[src/rtl/gclk_gate_ctrl.sv]
// Enable sequencer for one gated global clock buffer shared by NREQ requesters.
// Only the buffer enable and the per-requester grants are driven; the clock path is untouched.
//
// state | meaning
// OFF   | buffer disabled, waiting for any request or FORCE
// WAKE  | buffer enabled, settling for WAKE_CYCLES before any grant
// ON    | buffer enabled, grants follow REQ, idle window counted
// DRAIN | buffer disabled, minimum off time before a re-wake
module gclk_gate_ctrl #(
    parameter int NREQ        = 4,
    parameter int WAKE_CYCLES = 4,
    parameter int IDLE_CYCLES = 16,
    parameter int MIN_OFF     = 2,
    parameter int CW          = 8
) (
    input  logic            CLK,
    input  logic            RST,
    input  logic [NREQ-1:0] REQ,
    input  logic            FORCE,
    output logic [NREQ-1:0] GNT,
    output logic            EN,
    output logic [1:0]      STATE
);

    typedef enum logic [1:0] {
        S_OFF   = 2'd0,
        S_WAKE  = 2'd1,
        S_ON    = 2'd2,
        S_DRAIN = 2'd3
    } state_t;

    localparam logic [CW-1:0] WAKE_LOAD = CW'(WAKE_CYCLES - 1);
    localparam logic [CW-1:0] IDLE_LAST = CW'(IDLE_CYCLES - 1);
    localparam logic [CW-1:0] OFF_LOAD  = CW'(MIN_OFF - 1);
    localparam logic [CW-1:0] CNT_ONE   = CW'(1);

    state_t          state_q, state_d;
    logic [CW-1:0]   wake_cnt_q, wake_cnt_d;
    logic [CW-1:0]   idle_cnt_q, idle_cnt_d;
    logic [CW-1:0]   off_cnt_q, off_cnt_d;
    logic [NREQ-1:0] gnt_q, gnt_d;
    logic            any_req;

    assign any_req = (|REQ) | FORCE;

    always_comb begin
        state_d    = state_q;
        wake_cnt_d = wake_cnt_q;
        idle_cnt_d = idle_cnt_q;
        off_cnt_d  = off_cnt_q;
        case (state_q)
            S_OFF: begin
                if (any_req) begin
                    state_d    = S_WAKE;
                    wake_cnt_d = WAKE_LOAD;
                end
            end
            S_WAKE: begin
                // Wake time runs to completion regardless of the requests.
                if (wake_cnt_q == '0) begin
                    state_d    = S_ON;
                    idle_cnt_d = '0;
                end else begin
                    wake_cnt_d = wake_cnt_q - CNT_ONE;
                end
            end
            S_ON: begin
                if (any_req) begin
                    idle_cnt_d = '0;
                end else if (idle_cnt_q == IDLE_LAST) begin
                    state_d   = S_DRAIN;
                    off_cnt_d = OFF_LOAD;
                end else begin
                    idle_cnt_d = idle_cnt_q + CNT_ONE;
                end
            end
            S_DRAIN: begin
                if (off_cnt_q == '0) begin
                    state_d = S_OFF;
                end else begin
                    off_cnt_d = off_cnt_q - CNT_ONE;
                end
            end
            default: state_d = S_OFF;
        endcase
    end

    // Grants only open after a full cycle of ON, so the first ON cycle shows zero.
    always_comb begin
        gnt_d = '0;
        if (state_q == S_ON) begin
            gnt_d = REQ;
        end
    end

    always_ff @(posedge CLK) begin
        if (RST) begin
            state_q    <= S_OFF;
            wake_cnt_q <= '0;
            idle_cnt_q <= '0;
            off_cnt_q  <= '0;
            gnt_q      <= '0;
        end else begin
            state_q    <= state_d;
            wake_cnt_q <= wake_cnt_d;
            idle_cnt_q <= idle_cnt_d;
            off_cnt_q  <= off_cnt_d;
            gnt_q      <= gnt_d;
        end
    end

    assign EN    = (state_q == S_WAKE) || (state_q == S_ON);
    assign STATE = state_q;
    assign GNT   = gnt_q;

endmodule
[config.mk]
export PLATFORM = sky130hd
export DESIGN_NAME = gclk_gate_ctrl
export DESIGN_NICKNAME = d
export VERILOG_FILES = /design/src/rtl/gclk_gate_ctrl.sv
export SDC_FILE = /design/constraint.sdc
export NUM_CORES = 1
export LEC_CHECK = 0
export CAP_MARGIN = 5
export CORE_MARGIN = 2
export CORE_UTILIZATION = 40
export DETAILED_ROUTE_END_ITERATION = 16
export SLEW_MARGIN = 10
export SYNTH_ARGS = -nofsm -noshare
export SYNTH_HDL_FRONTEND = slang
export SYNTH_SLANG_ARGS = --single-unit
[constraint.sdc]
create_clock -name CLK -period 1.95 [get_ports CLK]
set_input_delay 0.39 -clock CLK [delete_from_list [all_inputs] [get_ports CLK]]
set_output_delay 0.39 -clock CLK [all_outputs]
set_load 0.1 [all_outputs]
==> results by group, run 1 <==
Synth
  – Cells after Synth: 191
  – Synthesized net count: 208
  – Area leader, netlist: dfxtp_1
  – Yosys Warn Count: 0
  – Yosys reg bits: 30
  – Ranking of synthesized cells by area: dfxtp_1 36%, ha_1 7.5%, nand3_1 4.2%
  – Top-area cell type share of the netlist area: 35.8%
  – Register area share after synthesis: 35.8%
  – Syn avg cell area: 8.78 sq um
  – Cell Area, Synth: 1680 sq um
  – Count of cell types in the netlist: 46

Route
  – Antenna Nets Post-Route: 0
  – Routed wire length: 4.65 mm
  – DR pass1 iterations: 4
  – Initial drt markers: 94
  – Routed len/inst: 14.9 microns
  – Via count: 1770
  – Via-to-Cell Ratio: 5.67
  – DRC violation count after routing: 0

Outcome
  – Failing checks: setup timing
  – Status: finished, violations left

STA
  – Final setup violation count: 11
  – Slew @ Worst Pin: 471 ps
  – RSZ-0062 raised after global routing: true
  – Clk_skew: 6.71 ps
  – Max Clk Rate: 494 MHz
  – Fin Hold WS: 482 ps
  – Hold Vio Cnt, Final: 0
  – Tmin final: 2030 ps
  – Pins over their slew limit: 0
  – Slew margin rel.: 68.3%
  – Setup ws final: -75.8 ps
  – Fin crit share: 104%

CTS
  – CTS tree: built
  – CTS Sinks: 30
  – Clk Latency, worst-skew pair: 280 ps
  – Clock Path Buffers: 2
  – Reg clk slew, reported paths: 60 ps
  – Clock H-tree levels: 2
  – Number of buffers created by CTS: 5
  – Root Buffer: clkbuf_8

Final layout
  – Fillers: 349
  – Final Net Count: 278
  – Syn-to-layout area delta: 50.4%
  – Final instance area: 2520 sq um
  – Non-filler cells, final: 312
  – Share of cells above drive strength 1: 41.2%
  – ANT cells: 0

Critical path
  – Most used cell, CP: buf_4
  – CP Data Required Time: 2120 ps
  – Worst r2r dst: wake_cnt_q[5]
  – CP peak stage delay: 530 ps
  – Worst Path Max Fanout: 4
  – Reg-to-Reg Start: wake_cnt_q[5]
  – CP Data Arrival Time: 2200 ps
  – Crit path max-delay cell type: or4_4
  – Crit. End Element: register
  – Reg-to-reg slack, setup: -80 ps
  – Setup CP Type: reg2reg
  – R2R cell count: 7
  – Crit start category: register
  – Crit-path cells: or4_4 -> o41a_1 -> buf_4 -> o211ai_1 -> buf_4 -> nor4_1 -> o21a_1

Power and ir drop
  – Total chip power: 3.71 mW
  – Pint: 2.08 mW
  – Switching share of total power: 43.9%
  – Switching power: 1.63 mW
  – Worst VDD drop: 0.000907 V
  – Power Dens Cells: 1470 nW/um^2
  – Sequential share of power: 25.7%
  – Clk pwr share: 13.2%
  – LEAKAGE: 1.02 nW
  – Combinational fraction of design power: 61.1%

Placed design
  – GPL Wtd Cong: 0.840
  – Port Buffers: 13
  – DP Worst Slack: -502 ps
  – Placed inst area: 2250 sq um
  – Placed cell count: 296
  – Hpwl dp: 3.38 mm

Floorplanning
  – Die Ht: 68.7 microns
  – Core Area: 4030 sq um
  – Die ar.: 4730 sq um
  – Die X: 68.7 microns
  – I/O pin cnt: 14
  – Initial Util: 41.6%
  – Rows: 23

Flow run
  – Maxcap violations: 0

Global route
  – GR Util All Layers: 22.2%
  – Number of global-route vias before repair: 1726
  – Initial antenna violation count: 0
  – Largest net degree at the start of global routing: 14
  – First-pass GRT wire length: 7.73 mm
  – GRT Residual Overflow: 0

Min path
  – Worst hold path class: reg2reg
  – Hold depth: 2
  – Hold Path Origin: off_cnt_q[5]
  – Hold endpoint: off_cnt_q[5]
==> critical path: cells and delay by family, from the launching register on <==
kind / cells / cell delay, ps
AOI/OAI and AO/OA: 3 / 710
buffers and inverters: 2 / 320
DFF: 1 / 320
and+or+nand+nor: 2 / 570
==> sequential cells by signal, summed over array words and instances (netlist names) <==
signal and flops:
GNT 4, off_cnt_q 8, STATE 2, wake_cnt_q 8
idle_cnt_q 8
==> through the flow <==
stage / setup TNS, ps / utilization [%]
finish: -407 / 62.6
global route: -1800 / 62.6
CTS: -320 / 60.8
detailed placement: -8390 / 55.8
global placement: -7190 / 55.8
floorplan: -260 / -
==> power by group through the flow <==
stage | registers [mW] | logic [mW] | clock network [mW]
detailed placement | 0.952 | 1.98 | 0
global placement | 0.942 | 1.91 | 0
finish | 0.955 | 2.27 | 0.490
CTS | 0.952 | 2.17 | 0.504
global route | 0.985 | 2.46 | 0.529
floorplan | 1.12 | 1.11 | 0
==> how the worst max path moves through the flow <==
| stage | startpoint | to | slack (ps) | cells past startpoint |
|---|---|---|---|---|
| 5_1_grt | wake_cnt_q[5] | idle_cnt_q[3] | -150 | 6 |
| 2_1_floorplan | wake_cnt_q[5] | idle_cnt_q[4] | -110 | 6 |
| 3_5_place_dp | REQ[3] | off_cnt_q[3] | -500 | 6 |
| 3_3_place_gp | REQ[0] | off_cnt_q[3] | -410 | 6 |
| 6_report | wake_cnt_q[5] | wake_cnt_q[5] | -80 | 7 |
| 4_1_cts | wake_cnt_q[5] | wake_cnt_q[5] | -70 | 7 |
==> routing by layer <==
metal	GRT usage, %	up-vias	wire length, microns
li1	-	869	-
met3	4.71	8	185
met1	28.0	856	2160
met5	0	-	0
met2	36.8	37	2230
met4	8.82	0	78
==> cell usage after synthesis, drive strengths merged <==
cell type	count
a21boi	2
a21o	2
a21oi	10
a311oi	3
a31o	2
a31oi	3
and2	4
and2b	1
and3	2
buf	1
clkbuf	2
dfxtp	30
ha	10
inv	11
mux2i	4
nand2	7
nand2b	11
nand3	14
nand3b	1
nand4	3
nand4b	1
nor2	10
nor2b	1
nor3	5
nor4	7
nor4b	1
o2111ai	2
o211ai	2
o21a	2
o21ai	10
o22ai	1
o311ai	1
o31a	6
o31ai	3
o41a	1
o41ai	2
or3	3
or4	7
xor2	3
==> cell families (layout without fill, tap and decap cells) <==
kind of cell | after synthesis | in the layout | share of synthesized area (%)
compound gates | 52 | 52 | 22.2
xor+xnor | 3 | 3 | 1.57
fa+ha+maj | 10 | 10 | 7.46
buf+inv | 14 | 85 | 3.58
flops | 30 | 30 | 35.8
mux | 4 | 4 | 2.39
simple gates | 78 | 78 | 27.0
==> area by class of cell <==
type / instances / area, sq um / area share, %
Sequential cell: 30 / 616 / 24.4
Timing Repair Buffer: 66 / 522 / 20.7
Clock inverter: 2 / 10.0 / 0.397
Tap cell: 50 / 62.6 / 2.48
Inverter: 11 / 45.0 / 1.79
Multi-Input combinational cell: 147 / 1190 / 47.4
Clock buffer: 6 / 72.6 / 2.88
==> layout by cell type (no fill, tap or decap), types with 4 or more instances in the layout <==
cell type	n
a21oi_1	6
and2_1	4
buf_4	58
clkbuf_8	5
dfxtp_1	22
dfxtp_2	6
dlygate4sd2_1	4
ha_1	6
inv_1	7
mux2i_1	4
nand2_1	7
nand2b_1	11
nand3_1	14
nor2_1	9
nor3_1	5
o21ai_0	9
o31a_1	5
or4_4	4
==> what timing repair did <==
action,in CTS,in global routing
setup endpoints to repair,26,25
gates resized for setup,24,12
buffers inserted,6,2
gates cloned,0,0
hold buffers,0,0
pin swaps,19,8
(Power assumes the default switching activity.)
==> inputs of run 2 (changes only) <==
--- a/config.mk
+++ b/config.mk
@@ -7,8 +7,9 @@
 export LEC_CHECK = 0
 export CAP_MARGIN = 5
 export CORE_MARGIN = 2
-export CORE_UTILIZATION = 40
+export CORE_UTILIZATION = 45
 export DETAILED_ROUTE_END_ITERATION = 16
+export PLACE_DENSITY_LB_ADDON = 0.08
 export SLEW_MARGIN = 10
 export SYNTH_ARGS = -nofsm -noshare
 export SYNTH_HDL_FRONTEND = slang
==> run 2 against run 1 <==
First-iteration DRC count down 14%. Setup slack worse by 20 ps. Total power is 0.83% higher. The run still ends with setup timing left. Sequential share of layout area is 0.28 points lower. Sequential power shrank 0.8%. Hold slack worse by 3.8 ps. Sequential cell count did not move. Clock power grew 3%. Fmax shrank 0.95%. Combinational power is essentially flat.
==> results by group, run 2 (synthesis results as in run 1) <==
STA
  – Slew @ Worst Pin: 551 ps
  – Slew margin rel.: 62.9%
  – Fin crit share: 105%
  – Hold Vio Cnt, Final: 0
  – Clk_skew: 6.03 ps
  – Setup TNS: -735 ps
  – Max Clk Rate: 489 MHz
  – Fin Hold WS: 478 ps
  – Pins over their slew limit: 0
  – Final setup violation count: 14
  – Setup ws final: -95.3 ps
  – Tmin final: 2050 ps
  – RSZ-0062 raised after global routing: true

Min path
  – Hold Path Origin: off_cnt_q[5]
  – Worst hold path class: reg2reg

Placed design
  – Hpwl dp: 3.11 mm
  – Placed cell count: 296
  – DP Worst Slack: -525 ps
  – GPL Wtd Cong: 0.852
  – Port Buffers: 13

Outcome
  – Failing checks: setup timing
  – Status: finished, violations left

CTS
  – CTS Sinks: 30
  – Root Buffer: clkbuf_8
  – Clk Latency, worst-skew pair: 280 ps
  – Number of buffers created by CTS: 5
  – Reg clk slew, reported paths: 60 ps
  – Clock Path Buffers: 2
  – Clock H-tree levels: 2
  – CTS tree: built

Critical path
  – Setup CP Type: reg2reg
  – Family with the most delay on the worst path: compound AO/OA/AOI/OAI gates
  – CP peak stage delay: 540 ps
  – Reg-to-Reg Start: wake_cnt_q[4]
  – Buffers plus inverters on the worst setup path: 2
  – CP Data Required Time: 2120 ps
  – Crit. End Element: register
  – CP startpoint: wake_cnt_q[4]
  – CP Data Arrival Time: 2220 ps
  – Crit start category: register
  – Crit path max-delay cell type: or4_4
  – Most used cell, CP: buf_4
  – Crit-path cells: or4_4 -> o41a_1 -> buf_4 -> o211ai_1 -> buf_4 -> nor4_2 -> o21a_1
  – Worst Path Max Fanout: 5

Final layout
  – Commonest non-fill, non-tap cell in the layout: buf_4
  – Largest registers: idle_cnt_q: 8 flops, off_cnt_q: 8 flops, wake_cnt_q: 8 flops
  – Share of cells above drive strength 1: 40.3%
  – Final Net Count: 279
  – Finished Core Util: 69.9%
  – Non-filler cells, final: 311
  – Syn-to-layout area delta: 51.6%
  – ANT cells: 0
  – Commonest cells after routing, fill and taps aside: 59 x buf_4, 24 x dfxtp_1, 14 x nand3_1

Floorplanning
  – Core Area: 3630 sq um
  – Die ar.: 4230 sq um
  – Initial Util: 46.1%
  – Die Ht: 65.0 microns
  – Die X: 65.0 microns
  – I/O pin cnt: 14
  – Rows: 22

Global route
  – Largest net degree at the start of global routing: 15
  – GR Util All Layers: 21.8%
  – Initial antenna violation count: 0
  – Number of global-route vias before repair: 1703
  – First-pass GRT wire length: 7.28 mm
  – GRT Residual Overflow: 0

Route
  – DR pass1 iterations: 4
  – Routed wire length: 4.33 mm
  – DRC violation count after routing: 0
  – Antenna Nets Post-Route: 0
  – Via count: 1723
  – Initial drt markers: 81
  – Routed len/inst: 13.9 microns
  – Via-to-Cell Ratio: 5.54

Power and ir drop
  – LEAKAGE: 1.03 nW
  – Worst VDD drop: 0.000797 V
  – Power Dens Cells: 1470 nW/um^2

Flow run
  – Maxcap violations: 0
## run 2: path summary, 6_finish.rpt
| check | endpoint | slack [ps] | depth (start not counted) |
|---|---|---|---|
| worst max-delay path | wake_cnt_q[5] | -100 | 7 |
| worst max register to register | wake_cnt_q[5] | -100 | 7 |
| worst min-delay path | off_cnt_q[5] | 480 | 2 |
| worst min register to register | off_cnt_q[5] | 480 | 2 |
## run 2: cell type report
cell class	count	area, sq um
well taps	48	60.1
flip-flops and latches	30	613
clock buffers	7	86.3
multi-input cells	147	1200
inverters	11	45.0
clock inverters	1	5.00
repair buffers	67	529
fillers	295	1090
## run 2: power breakdown
group	switching, mW	internal, mW
clock network	0.221	0.284
registers	0.150	0.798
logic	1.24	1.05
## run 2: tightest hold or removal path, cell delays in order, from the launching register on
cell	delay (ps)
dfxtp_1	320
nand2_1	60
mux2i_1	50
## run 2: layer usage
layer	up-vias	wire length [microns]	GRT usage (%)
li1	868	-	-
met3	7	187	5.03
met1	810	1890	26.8
met5	-	0	0
met4	0	52	6.25
met2	38	2200	38.1
## run 2: repair_timing
item                                   4_1_cts  5_1_grt
cloned                                       0        0
endpoints found under the hold margin        0        0
setup buffers                                6        2
hold buffers                                 0        0
pin swaps                                   26       12
setup endpoints to repair                   25       25
resized for setup                           19       15
## run 2: through the flow
step	total power, mW	instance area [sq um]
6_report	3.74	2540
5_1_grt	4.00	2540
4_1_cts	3.68	2470
3_5_place_dp	2.93	2260
3_3_place_gp	2.88	2260
2_1_floorplan	2.22	1740
==> edit 1, RTL diff (config.mk and constraints of run 2) <==
Change the parameter `NREQ` from 4 to 3.
--- a/src/rtl/gclk_gate_ctrl.sv
+++ b/src/rtl/gclk_gate_ctrl.sv
@@ -8,5 +8,5 @@
 // DRAIN | buffer disabled, minimum off time before a re-wake
 module gclk_gate_ctrl #(
-    parameter int NREQ        = 4,
+    parameter int NREQ        = 3,
     parameter int WAKE_CYCLES = 4,
     parameter int IDLE_CYCLES = 16,
Interface: changed (resized GNT and REQ); port bits go from 14 to 12. The function was not compared with the original's and may differ.
==> edit 1 against run 2 <==
The run still ends with negative setup slack left; non-clock buffer count is 16 lower; worst hold slack worse by 24 ps; area after synthesis is 2.1% higher; count of clock-buffer cells in the layout is 1 lower; clock power is 7.5% lower; clock skew is 1.7 ps lower; cell count is 2.3% lower; total power is 19% lower; cell area is 9.5% lower; worst setup slack worse by 1.7 ps; sequential cell count is 1 lower; routed wire length is 3.0% lower; critical endpoint is now off_cnt_q[4]$_SDFFE_PP0P_; largest cell class unchanged.
==> edit 1: results (changes against run 2) <==
* RePlAce Congestion at 0.809 (-5.0%)
* Net count after synthesis at 219 (+5.3%)
* Status: finished, violations left
* Violated checks: negative setup slack
* Setup TNS at -159 ps (+577 ps)
* WL met1 at 1.98 mm (+4.4%)
* Final setup margin at -97.0 ps (-1.70 ps)
* WL/cell at 13.8 um (-0.77%)
* Port-buffer cells at 11 (-2)
* Sequential share of the synthesized area at 33.9% (-1.9 points)
* Wire length on met3 at 170 um (-9.1%)
* Critical path peak fanout at 6 (+1)
* Min-Delay Path Class: input port to flop
* Via count at 1711 (-0.70%)
* Fin nets at 271 (-2.9%)
* Net Sw Frac at 42.7% (-0.33 points)
* Iter 0 DRT Violations at 70 (-14%)
* Met2 Routed Length at 1.98 mm (-9.6%)
* Worst hold path startpoint: REQ[2]
* Post-place instance area at 2180 um2 (-3.5%)
* Commonest cells in the netlist: 29 x dfxtp_1, 20 x nand2_1, 14 x a21oi_1
* Setup Fix Bufs, Post-CTS at 0 (-6)
* Pin count of the biggest net entering global routing at 13 (-2)
* Synth area leaders: dfxtp_1 34%, ha_1 7.3%, mux2i_1 5.3%, nand2_1 4.4%, a21oi_1 4.1%
* Setup violators final at 2 (-12)
* First-pass GRT wire length at 7.21 mm (-0.95%)
* Synth cell types at 43 (-6.5%)
* Worst Max-Slew Pin Slew at 462 ps (-89.0 ps)
* Vias in the first global route at 1637 (-3.9%)
* Skew final at 4.35 ps (-1.68 ps)
* Max VDD drop at 0.00113 V (+41%)
* Pre-CTS setup slack at -582 ps (-57.2 ps)
* Total GRT Usage at 21.8% (about the same)
* R2r worst-path depth at 4 (-3)
edit 1: cell types whose count changed after synthesis, sizes merged, moves of 3 or more:
cell           run 2  this run
mux2i              4         9
or2b               0         3
o21ai             10         6
clkbuf             2         6
a22o               0         4
o31a               6         0
xor2               3         0
nand2              7        20
nand3             14         6
a21oi             10        14
nand2b            11         5
edit 1: critical path: cells and delay by family (launching register included):
kind,cells,cell delay [ps]
simple gates,2,1070
compound gates,1,420
flops,1,320
mux,1,130
edit 1: per-layer routing:
metal,GRT usage (%),vias up
li1,-,863
met1,26.5,805
met2,37.1,37
met3,5.48,6
met4,7.81,0
met5,0,-
edit 1: path summary, 6_finish.rpt:
path,end,slack [ps]
setup / recovery,off_cnt_q[4]$_SDFFE_PP0P_,-100
setup reg to reg,off_cnt_q[4]$_SDFFE_PP0P_,-100
hold reg to reg,wake_cnt_q[0]$_SDFFE_PP0P_,470
hold / removal,GNT[2]$_SDFF_PP0_,450
edit 1: area by class of cell:
cell class	count	area share [%]
multi-input cells	156	49.0
flip-flops and latches	29	25.8
repair buffers	51	17.1
clock buffers	6	3.16
well taps	48	2.61
inverters	12	1.96
clock inverters	2	0.435
edit 1: cells by family (layout without fill, tap and decap cells):
group	count (synthesis)	after routing	synth area share (%)
AOI/OAI and AO/OA	49	49	19.6
adders and majority gates	10	10	7.31
buffers and inverters	18	71	3.95
DFF	29	29	33.9
muxes	10	10	5.92
and+or+nand+nor	87	87	29.3
edit 1: timing repair:
| action | CTS | global route |
|---|---|---|
| endpoints found under the setup margin | 7 | 15 |
| pin swaps | 4 | 1 |
| gates resized for setup | 17 | 14 |
edit 1: power groups by stage:
| stage | clock (mW) | combinational, mW | sequential (mW) |
|---|---|---|---|
| after detailed placement | 0 | 1.59 | 0.858 |
| after global routing | 0.510 | 1.88 | 0.869 |
| after CTS | 0.486 | 1.60 | 0.846 |
| after floorplan | 0 | 0.957 | 0.978 |
| after global placement | 0 | 1.56 | 0.847 |
| final | 0.467 | 1.71 | 0.854 |
==> edit 2, RTL diff (flow settings as in run 2) <==
Without the edit above. Reset style: asynchronous (`RST`), changed in one clocked block.
--- a/src/rtl/gclk_gate_ctrl.sv
+++ b/src/rtl/gclk_gate_ctrl.sv
@@ -94,5 +94,5 @@
     end
 
-    always_ff @(posedge CLK) begin
+    always_ff @(posedge CLK or posedge RST) begin
         if (RST) begin
             state_q    <= S_OFF;
Check against the original RTL: differs if RST is asserted again (counterexample within 4 cycles, from zero or initial values and one cycle with RST high); with RST held inactive, the same outputs for 10 cycles.
==> edit 2 against run 2 <==
Worst setup slack improved by 120 ps; via count is 7.3% higher; area after synthesis increased by 18%; routed wire length up 21%; sequential cell count stayed put; cell area increased by 6.2%; utilization is 7.1 points lower; cell count shrank 0.64%; highest routed layer unchanged.
Power is left out: it rests on default switching activity, and per cell area and clock period it moved more than threefold.
==> edit 2: results (changes against run 2) <==
* Status: complete, no violations
* Post-CTS Resized at 14 (-5)
* Mux cell area share after synthesis at 5.30% (+2.9 points)
* Min-Delay Path Class: input port to async pin
* Synth Area in Compound Gates at 19.6% (-2.6 points)
* Layout cells sized above 1 at 35.0% (-5.3 points)
* Met1 usage in global routing at 27.8% (+1.1 points)
* WL/cell at 17.0 um (+22%)
* Critical path peak fanout at 4 (-1)
* Wire length on met3 at 181 um (-3.2%)
* Prevailing post-synth register cell: dfrtp_1
* Post-place instance area at 2490 um2 (+9.9%)
* Top delay family on crit path: simple AND/OR/NAND/NOR gates
* Iter 0 DRT Violations at 101 (+25%)
* Slew margin rel. at 63.8% (+0.88 points)
* Area share of fa/ha/maj cells after synthesis at 6.31% (-1.1 points)
* Placed cell count at 300 (+1.4%)
* Synth cell types at 54 (+17%)
* Vias in the first global route at 1927 (+13%)
* Sequential share of the synthesized area at 37.9% (+2.1 points)
* Net count after synthesis at 218 (+4.8%)
* WL met1 at 2.33 mm (+23%)
* Commonest cells in the netlist: 30 x dfrtp_1, 13 x nand2_1, 12 x inv_1
* Post-synth top area cell: dfrtp_1
* Cells after Synth at 201 (+5.2%)
* Via count at 1848 (+7.3%)
* Pin count of the biggest net entering global routing at 13 (-2)
* GR Layer Usage met2 at 38.2% (about the same)
* Fin cells at 309 (-0.64%)
* Pre-CTS setup slack at -424 ps (+101 ps)
* Skew final at 6.85 ps (+0.823 ps)
* Critical path arrival at 2100 ps (-120 ps)
* Total GRT Usage at 22.4% (+0.58 points)
* Synth area leaders: dfrtp_1 38%, ha_1 6.3%, mux2i_1 4.5%, o41ai_4 2.8%, nand2_1 2.5%
* Grt met3 use at 5.19% (+0.16 points)
* Met2 Routed Length at 2.66 mm (+21%)
* Fin nets at 273 (-2.2%)
* First-pass GRT wire length at 8.89 mm (+22%)
## edit 2: final timing paths
check | startpoint | to | slack (ps) | depth (start not counted)
worst max-delay path | off_cnt_q[2]$_DFFE_PP0P_ | STATE[1]$_DFFE_PP0P_ | 20 | 4
worst min-delay path | RST | idle_cnt_q[6]$_DFFE_PP0P_ | 440 | 2
worst max register to register | off_cnt_q[2]$_DFFE_PP0P_ | STATE[1]$_DFFE_PP0P_ | 20 | 4
worst min register to register | wake_cnt_q[7]$_DFFE_PP0P_ | wake_cnt_q[7]$_DFFE_PP0P_ | 560 | 2
max in group asynchronous | RST | wake_cnt_q[4]$_DFFE_PP0P_ | 930 | 3
min in group CLK | REQ[2] | GNT[2]$_DFF_PP0_ | 510 | 2
## edit 2: cell type report
class,count,area [um2]
inverters,12,45.0
clock buffers,7,86.3
clock inverters,1,5.00
fillers,370,1600
repair buffers,54,457
well taps,52,65.1
multi-input cells,153,1280
flip-flops and latches,30,758
